### config.mk
export PLATFORM = sky130hd
export DESIGN_NAME = clb_config_loader
export DESIGN_NICKNAME = d
export VERILOG_FILES = /design/src/rtl/clb_config_loader_pkg.sv /design/src/rtl/config_word_serializer.sv /design/src/rtl/clb_config_loader.sv
export SDC_FILE = /design/constraint.sdc
export NUM_CORES = 1
export LEC_CHECK = 0
export CAP_MARGIN = 5
export CORE_MARGIN = 2
export CORE_UTILIZATION = 60
export CTS_CLUSTER_DIAMETER = 120
export DETAILED_ROUTE_END_ITERATION = 12
export DONT_BUFFER_PORTS = 1
export PLACE_DENSITY = 0.86
export SYNTH_ARGS = -nofsm -noshare
export SYNTH_HDL_FRONTEND = slang
export SYNTH_SLANG_ARGS = --single-unit
### constraint.sdc
create_clock -name clk -period 7.1 [get_ports clk]
set_clock_uncertainty 0.15 [all_clocks]
set_input_delay 1.42 -clock clk [delete_from_list [all_inputs] [get_ports clk]]
set_output_delay 1.42 -clock clk [all_outputs]
set_load 0.01 [all_outputs]
### src/rtl/clb_config_loader_pkg.sv
// Shared definitions for the fabric configuration loader.
//   - Default word and counter widths. The SoC bridge and the fabric
//     top-level bench reuse these values.
//   - Loader FSM state encoding:
//     IDLE=0, LOAD=1, SHIFT=2, SET=3, DONE=4.
package clb_config_loader_pkg;

    localparam int DEF_WORD_W = 32;
    localparam int DEF_CNT_W  = 20;

    typedef enum logic [2:0] {
        ST_IDLE  = 3'd0,
        ST_LOAD  = 3'd1,
        ST_SHIFT = 3'd2,
        ST_SET   = 3'd3,
        ST_DONE  = 3'd4
    } state_t;

endpackage

### src/rtl/config_word_serializer.sv
// Parallel-load, serial-out configuration word register with bit counter.
// The register shifts right, so bit 0 of a loaded word is presented first.
//   clk, rst   : clock and synchronous active-high reset
//   load       : capture load_data and load_bits (takes priority over shift)
//   shift      : advance one bit and decrement the bit counter
//   load_data  : configuration word to serialise
//   load_bits  : number of valid bits in load_data (1..WORD_W)
//   data_bit   : current serial bit (register LSB)
//   last_bit   : exactly one valid bit remains in the register
//   empty      : no valid bits remain in the register
module config_word_serializer
    import clb_config_loader_pkg::*;
#(
    parameter int WORD_W = DEF_WORD_W,
    parameter int BCNT_W = $clog2(WORD_W + 1)
) (
    input  logic              clk,
    input  logic              rst,
    input  logic              load,
    input  logic              shift,
    input  logic [WORD_W-1:0] load_data,
    input  logic [BCNT_W-1:0] load_bits,
    output logic              data_bit,
    output logic              last_bit,
    output logic              empty
);

    logic [WORD_W-1:0] sreg_reg;
    logic [BCNT_W-1:0] count_reg;

    always_ff @(posedge clk) begin
        if (rst) begin
            sreg_reg  <= '0;
            count_reg <= '0;
        end else if (load) begin
            sreg_reg  <= load_data;
            count_reg <= load_bits;
        end else if (shift) begin
            sreg_reg <= sreg_reg >> 1;
            // Hold at zero instead of wrapping if shift is issued while empty.
            if (count_reg != '0) begin
                count_reg <= count_reg - 1'b1;
            end
        end
    end

    assign data_bit = sreg_reg[0];
    assign last_bit = (count_reg == BCNT_W'(1));
    assign empty    = (count_reg == '0);

endmodule

### src/rtl/clb_config_loader.sv
// Upstream driver of the fabric configuration shift chain.
//
// Function
//   Accepts configuration words on a valid/ready stream.
//   Serialises chain_len bits, LSB-first, into the chain head.
//   Pulses set_out for one cycle after the last bit, then pulses done.
//
// Ports
//   clk, rst     : clock and synchronous active-high reset
//   start        : begin a load; honoured only when idle
//   chain_len    : number of bits to shift; sampled when start is accepted
//   word_data    : configuration word; bit 0 is shifted first
//   word_valid   : word_data valid
//   word_ready   : loader accepts a word this cycle
//   cen          : chain shift enable; one bit advances per high cycle
//   shift_out    : serial data to the chain head; forced to 0 when cen=0
//   set_out      : one-cycle configuration latch pulse to the tiles
//   busy         : high in every state except IDLE
//   done         : one-cycle pulse when a load completes
//
// Output timing
//   All control outputs are registered from the next-state value.
//   shift_out combines two registers only.
//   No output has a combinational path from an input.
module clb_config_loader
    import clb_config_loader_pkg::*;
#(
    parameter int WORD_W = DEF_WORD_W,
    parameter int CNT_W  = DEF_CNT_W
) (
    input  logic              clk,
    input  logic              rst,
    input  logic              start,
    input  logic [CNT_W-1:0]  chain_len,
    input  logic [WORD_W-1:0] word_data,
    input  logic              word_valid,
    output logic              word_ready,
    output logic              cen,
    output logic              shift_out,
    output logic              set_out,
    output logic              busy,
    output logic              done
);

    localparam int BCNT_W = $clog2(WORD_W + 1);

    state_t            state_reg, state_next;
    logic [CNT_W-1:0]  remaining_reg, remaining_next;
    logic              word_ready_reg, cen_reg, set_reg, busy_reg, done_reg;

    logic              ser_load, ser_shift;
    logic              ser_bit, ser_last, ser_empty;
    logic [BCNT_W-1:0] word_bits;

    // Bits to take from the next word: a full word, or whatever is left of
    // the chain for the final partial word (its high bits are never shifted).
    always_comb begin
        if (remaining_reg >= CNT_W'(WORD_W)) begin
            word_bits = BCNT_W'(WORD_W);
        end else begin
            word_bits = BCNT_W'(remaining_reg);
        end
    end

    always_comb begin
        state_next     = state_reg;
        remaining_next = remaining_reg;
        ser_load       = 1'b0;
        ser_shift      = 1'b0;
        case (state_reg)
            ST_IDLE: begin
                if (start) begin
                    remaining_next = chain_len;
                    state_next     = (chain_len == '0) ? ST_DONE : ST_LOAD;
                end
            end
            ST_LOAD: begin
                // word_ready is high throughout LOAD, so valid alone completes the handshake.
                if (word_valid) begin
                    ser_load   = 1'b1;
                    state_next = ST_SHIFT;
                end
            end
            ST_SHIFT: begin
                ser_shift = 1'b1;
                // Test for the last bit before decrementing so the counter never wraps.
                if (remaining_reg <= CNT_W'(1)) begin
                    remaining_next = '0;
                    state_next     = ST_SET;
                end else begin
                    remaining_next = remaining_reg - 1'b1;
                    if (ser_last || ser_empty) begin
                        state_next = ST_LOAD;
                    end
                end
            end
            ST_SET:  state_next = ST_DONE;
            ST_DONE: state_next = ST_IDLE;
            default: state_next = ST_IDLE;
        endcase
    end

    always_ff @(posedge clk) begin
        if (rst) begin
            state_reg      <= ST_IDLE;
            remaining_reg  <= '0;
            word_ready_reg <= 1'b0;
            cen_reg        <= 1'b0;
            set_reg        <= 1'b0;
            busy_reg       <= 1'b0;
            done_reg       <= 1'b0;
        end else begin
            state_reg      <= state_next;
            remaining_reg  <= remaining_next;
            word_ready_reg <= (state_next == ST_LOAD);
            cen_reg        <= (state_next == ST_SHIFT);
            set_reg        <= (state_next == ST_SET);
            busy_reg       <= (state_next != ST_IDLE);
            done_reg       <= (state_next == ST_DONE);
        end
    end

    config_word_serializer #(
        .WORD_W (WORD_W),
        .BCNT_W (BCNT_W)
    ) u_serializer (
        .clk       (clk),
        .rst       (rst),
        .load      (ser_load),
        .shift     (ser_shift),
        .load_data (word_data),
        .load_bits (word_bits),
        .data_bit  (ser_bit),
        .last_bit  (ser_last),
        .empty     (ser_empty)
    );

    assign word_ready = word_ready_reg;
    assign cen        = cen_reg;
    assign shift_out  = cen_reg & ser_bit;
    assign set_out    = set_reg;
    assign busy       = busy_reg;
    assign done       = done_reg;

endmodule

==> results of run 1 <==
-- area by class of cell --
type | count | share of cell area [%]
multi-input combinational | 321 | 52.97
sequential | 66 | 36.51
clock buffer | 10 | 3.804
tap | 72 | 2.490
clock inverter | 6 | 2.455
inverter | 9 | 0.9336
timing repair buffer | 4 | 0.8299
-- worst min path at each step --
stage	startpoint	end	slack, ns	cells past startpoint
after global placement	u_serializer.sreg_reg[31]	u_serializer.sreg_reg[31]	0.30	2
after CTS	u_serializer.sreg_reg[6]	u_serializer.sreg_reg[5]	0.32	2
after floorplan	u_serializer.sreg_reg[31]	u_serializer.sreg_reg[31]	0.30	2
final	u_serializer.sreg_reg[15]	u_serializer.sreg_reg[14]	0.32	2
after detailed placement	u_serializer.sreg_reg[8]	u_serializer.sreg_reg[7]	0.32	2
after global routing	u_serializer.sreg_reg[27]	u_serializer.sreg_reg[27]	0.35	2
-- cells in the mapped netlist (3+ instances only) --
| cell | instances |
|---|---|
| nor2_1 | 59 |
| a222oi_1 | 5 |
| o221ai_1 | 3 |
| a21oi_1 | 25 |
| o21ai_1 | 10 |
| xnor2_1 | 9 |
| ha_1 | 5 |
| o21ai_0 | 5 |
| a22oi_1 | 6 |
| nand3_1 | 7 |
| nor3b_1 | 5 |
| nand4_1 | 6 |
| dfxtp_1 | 66 |
| clkbuf_1 | 29 |
| nand4b_1 | 3 |
| nor4_1 | 8 |
| o21a_1 | 4 |
| nor3_1 | 9 |
| inv_1 | 8 |
| and2_1 | 3 |
| a311oi_1 | 31 |
| a211oi_1 | 6 |
| nand2_1 | 75 |
-- report_power, final --
part	switching (mW)	internal, mW
registers	0.0413	0.413
logic	0.146	0.104
clock network	0.153	0.208
-- worst min-delay path, cell delays in order (launching register included) --
cell and delay, ns:
dfxtp_1 0.32, nand2_1 0.05, a311oi_1 0.07
-- per-stage QoR --
stage          utilization, %  instance area, sq um  hold slack, ns
6_report                66.12                  3618          0.3197
5_1_grt                 66.12                  3618          0.3459
4_1_cts                 66.12                  3618          0.3219
3_3_place_gp            61.98                  3392          0.3014
3_5_place_dp            61.98                  3392          0.3154
2_1_floorplan               -                  3390          0.2981
-- metal layers --
metal | wire [um] | up-vias
met3 | 612 | 17
met1 | 3508 | 1530
li1 | - | 1542
met4 | 169 | 0
met2 | 4014 | 131
met5 | 0 | -
-- kinds of logic after synthesis --
| group | count (synthesis) |
|---|---|
| flip-flops | 66 |
| XOR/XNOR | 10 |
| AND/OR/NAND/NOR | 195 |
| AO/OA/AOI/OAI | 111 |
| adder cells (fa/ha/maj) | 5 |
| buffers and inverters | 43 |
==> results.py, run 1 <==
metrics = {
    "run_status": {
        "outcome": "finished clean",
    },
    "logic_synthesis": {
        "synth_mux_area_share_pct": 0,
        "syn_area_sq_um": 3390,
        "synth_edf_count": 0,
        "synthFlopType": "dfxtp_1",
        "synth_top_area_cell": "dfxtp_1",
        "postSynth.asyncResetShare_pct": 0,
        "syn_area_per_cell_sq_um": 7.883,
        "syn_inst": 430,
        "synth-seq-cells": 66,
        "ys.warnings.count": 0,
        "synth_cell_types": 57,
        "synthXorXnorAreaFrac_pct": 2.584,
        "synth_top_cell_area_share_pct": 38.98,
        "synthSimpleGateAreaFrac_pct": 27.61,
        "synth_compound_area_share_pct": 23.70,
        "synth_fa_ha_area_share_pct": 1.846,
        "synth_fp_nets": 491,
        "synth_top_family_by_area": "simple AND/OR/NAND/NOR gates",
        "ys_seq_area_share_pct": 38.98,
        "synthTopCellsByArea": "dfxtp_1 (39%), nand2_1 (8.3%), a311oi_1 (8.0%)",
    },
    "placement": {
        "port_buffers": 0,
        "gp_congestion": 0.8804,
        "dp_hpwl_um": 5435,
        "post-place-ws_ns": 3.800,
        "place_inst": 472,
    },
    "detailed_routing": {
        "vias": 3220,
        "via_per_inst": 6.598,
        "drc": 0,
        "ant_nets": 0,
        "wl_per_cell_um": 17.02,
        "first_pass_iters": 8,
        "drt_iter0_markers": 331,
        "routed_wl_um": 8304,
    },
    "clock_tree": {
        "cts-resized-gates": 0,
        "cts_hold_buf": 0,
        "cts_root_buffer": "clkbuf_8",
        "clk_pin_slew_ns": 0.08,
        "htreeDepth": 3,
        "clockBufferDepth": 2,
        "insertion_delay_ns": 0.35,
        "cts_setup_buffers": 0,
        "cts_made_buffers": 9,
        "tritoncts": "yes",
        "clkSinkCount": 66,
    },
    "power_and_ir_drop": {
        "p_leak_nw": 1.216,
        "ir_drop_v": 0.0001531,
        "power.density_nw_per_um2": 294.1,
        "total_power_mw": 1.064,
    },
    "finish": {
        "multi_input_area_sq_um": 1917,
        "final_cell_mix": "nand2_1 (75), dfxtp_1 (66), nor2_1 (59)",
        "final_common_cell": "nand2_1",
        "ff_latch_area_sq_um": 1321,
        "drive_above_1_share_pct": 7.933,
        "areaGrowthSynthToFinish_pct": 6.755,
        "fin_cells": 488,
        "insertedDiodeCount": 0,
        "largest_reg_flops": 32,
        "fillCellCount": 459,
        "finalNetCount": 472,
    },
    "global_route": {
        "grt_pass1_wl_um": 13160,
        "use_met3_pct": 7.273,
        "use_met1_pct": 34.14,
        "grt_pass1_vias": 2827,
        "busiest_layer": "met2",
        "track_usage_pct": 26.56,
        "grt_max_degree": 72,
        "grt_use_met2_pct": 41.78,
        "antenna_found_initial": 0,
        "overflow": 0,
    },
    "setup_path": {
        "worstPathMaxFanout": 71,
        "r2r_end": "remaining_reg[17]",
        "critPathSlowestCell": "nand4bb_4",
        "r2r_start": "remaining_reg[0]",
        "rrSetupSlack_ns": 4.13,
        "worstRegToRegCells": 6,
        "critPathKind": "input pin to flop",
        "slowest_delay_ns": 0.71,
        "worst_ep_required_time_ns": 7.21,
        "path_cells": "nand4bb_4 -> nor2_1 -> a221oi_1 -> a211oi_1",
        "crit_path_start_kind": "input pin",
        "setup.worst_path.end": "u_serializer.count_reg[0]",
        "critPathBufInv": 0,
        "crit_family": "simple AND/OR/NAND/NOR gates",
        "worst-path-stages": 4,
        "endpoint_kind": "flop",
        "critPathLaunch": "word_valid",
        "cp.arrival_ns": 3.09,
    },
    "sta": {
        "report.final.setup_viol": 0,
        "tightest_slew_ns": 1.327,
        "finalSetupTns_ns": 0,
        "grt_setup_unrepaired": "false",
        "final_max_slew_viol_count": 0,
        "relSlewSlack_pct": 11.54,
        "period_share_pct": 41.93,
        "max_freq_mhz": 335.9,
        "period_needed_ns": 2.977,
        "hold_viol": 0,
        "worst_slack_ns": 4.123,
    },
    "min_path": {
        "worstHoldPathType": "flop to flop",
    },
    "die": {
        "initial_utilization_pct": 61.93,
        "coreArea_sq_um": 5473,
        "io-pin-count": 62,
        "die_area_sq_um": 6266,
        "die_w_um": 79.16,
        "die_h_um": 79.16,
        "rows": 27,
    },
    "job": {
        "maxCapViolations": 0,
    },
}
Note: power is estimated with default switching activity, not from simulation.
==> inputs of run 2 (changes only) <==
clock period = 2.8 ns   (was 7.1 ns; I/O delays follow)
==> run 2 against run 1 <==
Effect of this change:
- sequential share of layout area is 0.67 points lower
- wire length rose by 1.7%
- clock-buffer cell count down 1
- cell count grew 1.2%
- core utilization is 1.2 points higher
- global-route usage up 0.41 points
- non-clock buffer count increased by 6
- flip-flop and latch count stayed put
- clock power grew to 2.8 times the previous value
- sequential power grew to 2.5 times the previous value
- register-to-register slack got worse by 3.8 ns
==> results.py, run 2 (synthesized netlist as in run 1, its figures left out) <==
metrics = {
    "placement": {
        "place_inst": 478,
        "post_dp_cell_area_sq_um": 3437,
        "post-place-ws_ns": 0.3946,
        "port_buffers": 0,
        "gp_congestion": 1.011,
        "dp_hpwl_um": 5544,
    },
    "sta": {
        "hold_viol": 0,
        "relSlewSlack_pct": 45.32,
        "final_max_slew_viol_count": 0,
        "worst_slack_ns": 0.3499,
        "finalSetupTns_ns": 0,
        "tightest_slew_ns": 0.8127,
        "report.final.setup_viol": 0,
        "grt_setup_unrepaired": "false",
        "period_needed_ns": 2.450,
        "period_share_pct": 87.50,
        "max_freq_mhz": 408.2,
    },
    "clock_tree": {
        "clkSinkCount": 66,
        "htreeDepth": 3,
        "tritoncts": "yes",
        "cts_setup_buffers": 0,
        "cts_made_buffers": 9,
        "clockBufferDepth": 2,
        "cts_root_buffer": "clkbuf_8",
        "cts-resized-gates": 0,
        "cts_hold_buf": 0,
        "insertion_delay_ns": 0.34,
        "clk_pin_slew_ns": 0.08,
    },
    "finish": {
        "ff_latch_area_sq_um": 1321,
        "final_common_cell": "nand2_1",
        "insertedDiodeCount": 0,
        "fin_cells": 494,
        "finalNetCount": 478,
        "areaGrowthSynthToFinish_pct": 8.749,
        "drive_above_1_share_pct": 9.242,
        "multi_input_area_sq_um": 1917,
        "fillCellCount": 466,
        "utilization_pct": 67.35,
        "final_area_sq_um": 3686,
        "largest_reg_flops": 32,
        "final_cell_mix": "nand2_1 (75), dfxtp_1 (66), nor2_1 (59)",
    },
    "global_route": {
        "grt_pass1_vias": 2833,
        "grt_max_degree": 64,
        "grt_pass1_wl_um": 13570,
        "track_usage_pct": 26.97,
        "overflow": 0,
        "antenna_found_initial": 0,
    },
    "setup_path": {
        "critPathSlowestCell": "or4_4",
        "path_common_cell": "a21oi_1",
        "worstPathMaxFanout": 9,
        "path_cells": "or4_4 -> or3_4 -> or4b_1 -> a21oi_1 -> a21oi_1",
        "crit_family": "simple AND/OR/NAND/NOR gates",
        "worst_ep_required_time_ns": 2.88,
        "rrSetupSlack_ns": 0.35,
        "slowest_delay_ns": 0.61,
        "cp.arrival_ns": 2.53,
        "critPathBufInv": 0,
        "r2r_end": "remaining_reg[12]",
        "worstRegToRegCells": 5,
        "crit_path_start_kind": "flop",
        "endpoint_kind": "flop",
        "critPathKind": "flop to flop",
        "r2r_start": "remaining_reg[12]",
    },
    "die": {
        "die_h_um": 79.16,
        "coreArea_sq_um": 5473,
        "io-pin-count": 62,
        "initial_utilization_pct": 61.93,
        "rows": 27,
        "die_w_um": 79.16,
        "die_area_sq_um": 6266,
    },
    "min_path": {
        "whs_endpoint": "u_serializer.sreg_reg[23]",
        "worstHoldStart": "rst",
        "worstHoldPathType": "input pin to flop",
        "holdPathStages": 1,
    },
    "detailed_routing": {
        "wl_per_cell_um": 17.10,
        "vias": 3250,
        "drt_iter0_markers": 407,
        "via_per_inst": 6.579,
        "first_pass_iters": 5,
        "ant_nets": 0,
        "routed_wl_um": 8448,
        "drc": 0,
    },
    "run_status": {
        "outcome": "finished clean",
    },
    "power_and_ir_drop": {
        "ir_drop_v": 0.0003703,
        "swShare_pct": 31.42,
        "power.density_nw_per_um2": 761.5,
        "internal_power_mw": 1.925,
        "power_frac_comb_pct": 23.3,
        "p_sw_uw": 881.9,
        "p_leak_nw": 1.261,
        "clockPowerShare_pct": 35.6,
        "p_seq_share_pct": 41.1,
    },
    "job": {
        "maxCapViolations": 0,
    },
}
-- run 2: cell count changes in the layout (fill, tap and decap cells not counted), sizes merged --
cell / delta
inv: +1
clkinvlp: -2
clkbuf: -1
buf: +6
bufinv: +1
clkinv: +1
-- run 2: power by group through the flow --
| stage | registers [mW] | logic [mW] | clock network, mW |
|---|---|---|---|
| 5_1_grt | 1.17 | 0.718 | 1.05 |
| 4_1_cts | 1.15 | 0.641 | 1.01 |
| 3_5_place_dp | 1.17 | 0.634 | 0 |
| 6_report | 1.15 | 0.655 | 0.999 |
| 2_1_floorplan | 1.14 | 0.541 | 0 |
| 3_3_place_gp | 1.16 | 0.614 | 0 |
-- run 2: worst max-delay path by stage --
stage	to	cells after the start	slack (ns)	from
after floorplan	remaining_reg[12]	7	0.39	remaining_reg[12]
after global placement	remaining_reg[12]	5	0.47	remaining_reg[12]
after detailed placement	remaining_reg[4]	5	0.39	remaining_reg[12]
after CTS	remaining_reg[12]	5	0.38	remaining_reg[12]
after global routing	remaining_reg[4]	5	0.30	remaining_reg[12]
final	remaining_reg[12]	5	0.35	remaining_reg[12]
-- run 2: cell type report --
cell class,count,share of cell area (%)
multi-input combinational,321,52.00
clock inverter,7,3.394
timing repair buffer,10,2.037
sequential,66,35.85
tap,72,2.444
clock buffer,9,3.360
inverter,9,0.9165
-- run 2: stage by stage --
stage | hold WS (ns) | total power, mW
5_1_grt | 0.1123 | 2.939
3_3_place_gp | 0.3017 | 1.777
3_5_place_dp | 0.3059 | 1.803
6_report | 0.1262 | 2.807
2_1_floorplan | 0.2981 | 1.678
4_1_cts | 0.1166 | 2.799
-- run 2: worst reg2reg max path: cells and delay by family (launching register included) --
family          cells  cell delay [ns]
simple gates        3             1.56
flops               1             0.39
compound gates      2             0.24
-- run 2: metal layers --
| layer | up-vias | GRT usage, % | share of wire (%) |
|---|---|---|---|
| li1 | 1550 | - | - |
| met1 | 1496 | 36.38 | 42 |
| met2 | 170 | 41.36 | 46 |
| met3 | 34 | 5.114 | 9.0 |
| met4 | 0 | 13.28 | 3.3 |
| met5 | - | 0 | 0 |
==> inputs of run 3 (changes only) <==
ABC_CLOCK_PERIOD_IN_PS = 2800   (was unset)
==> results of run 3 <==
The final DEF is identical to that of run 2; final timing and power are the same.
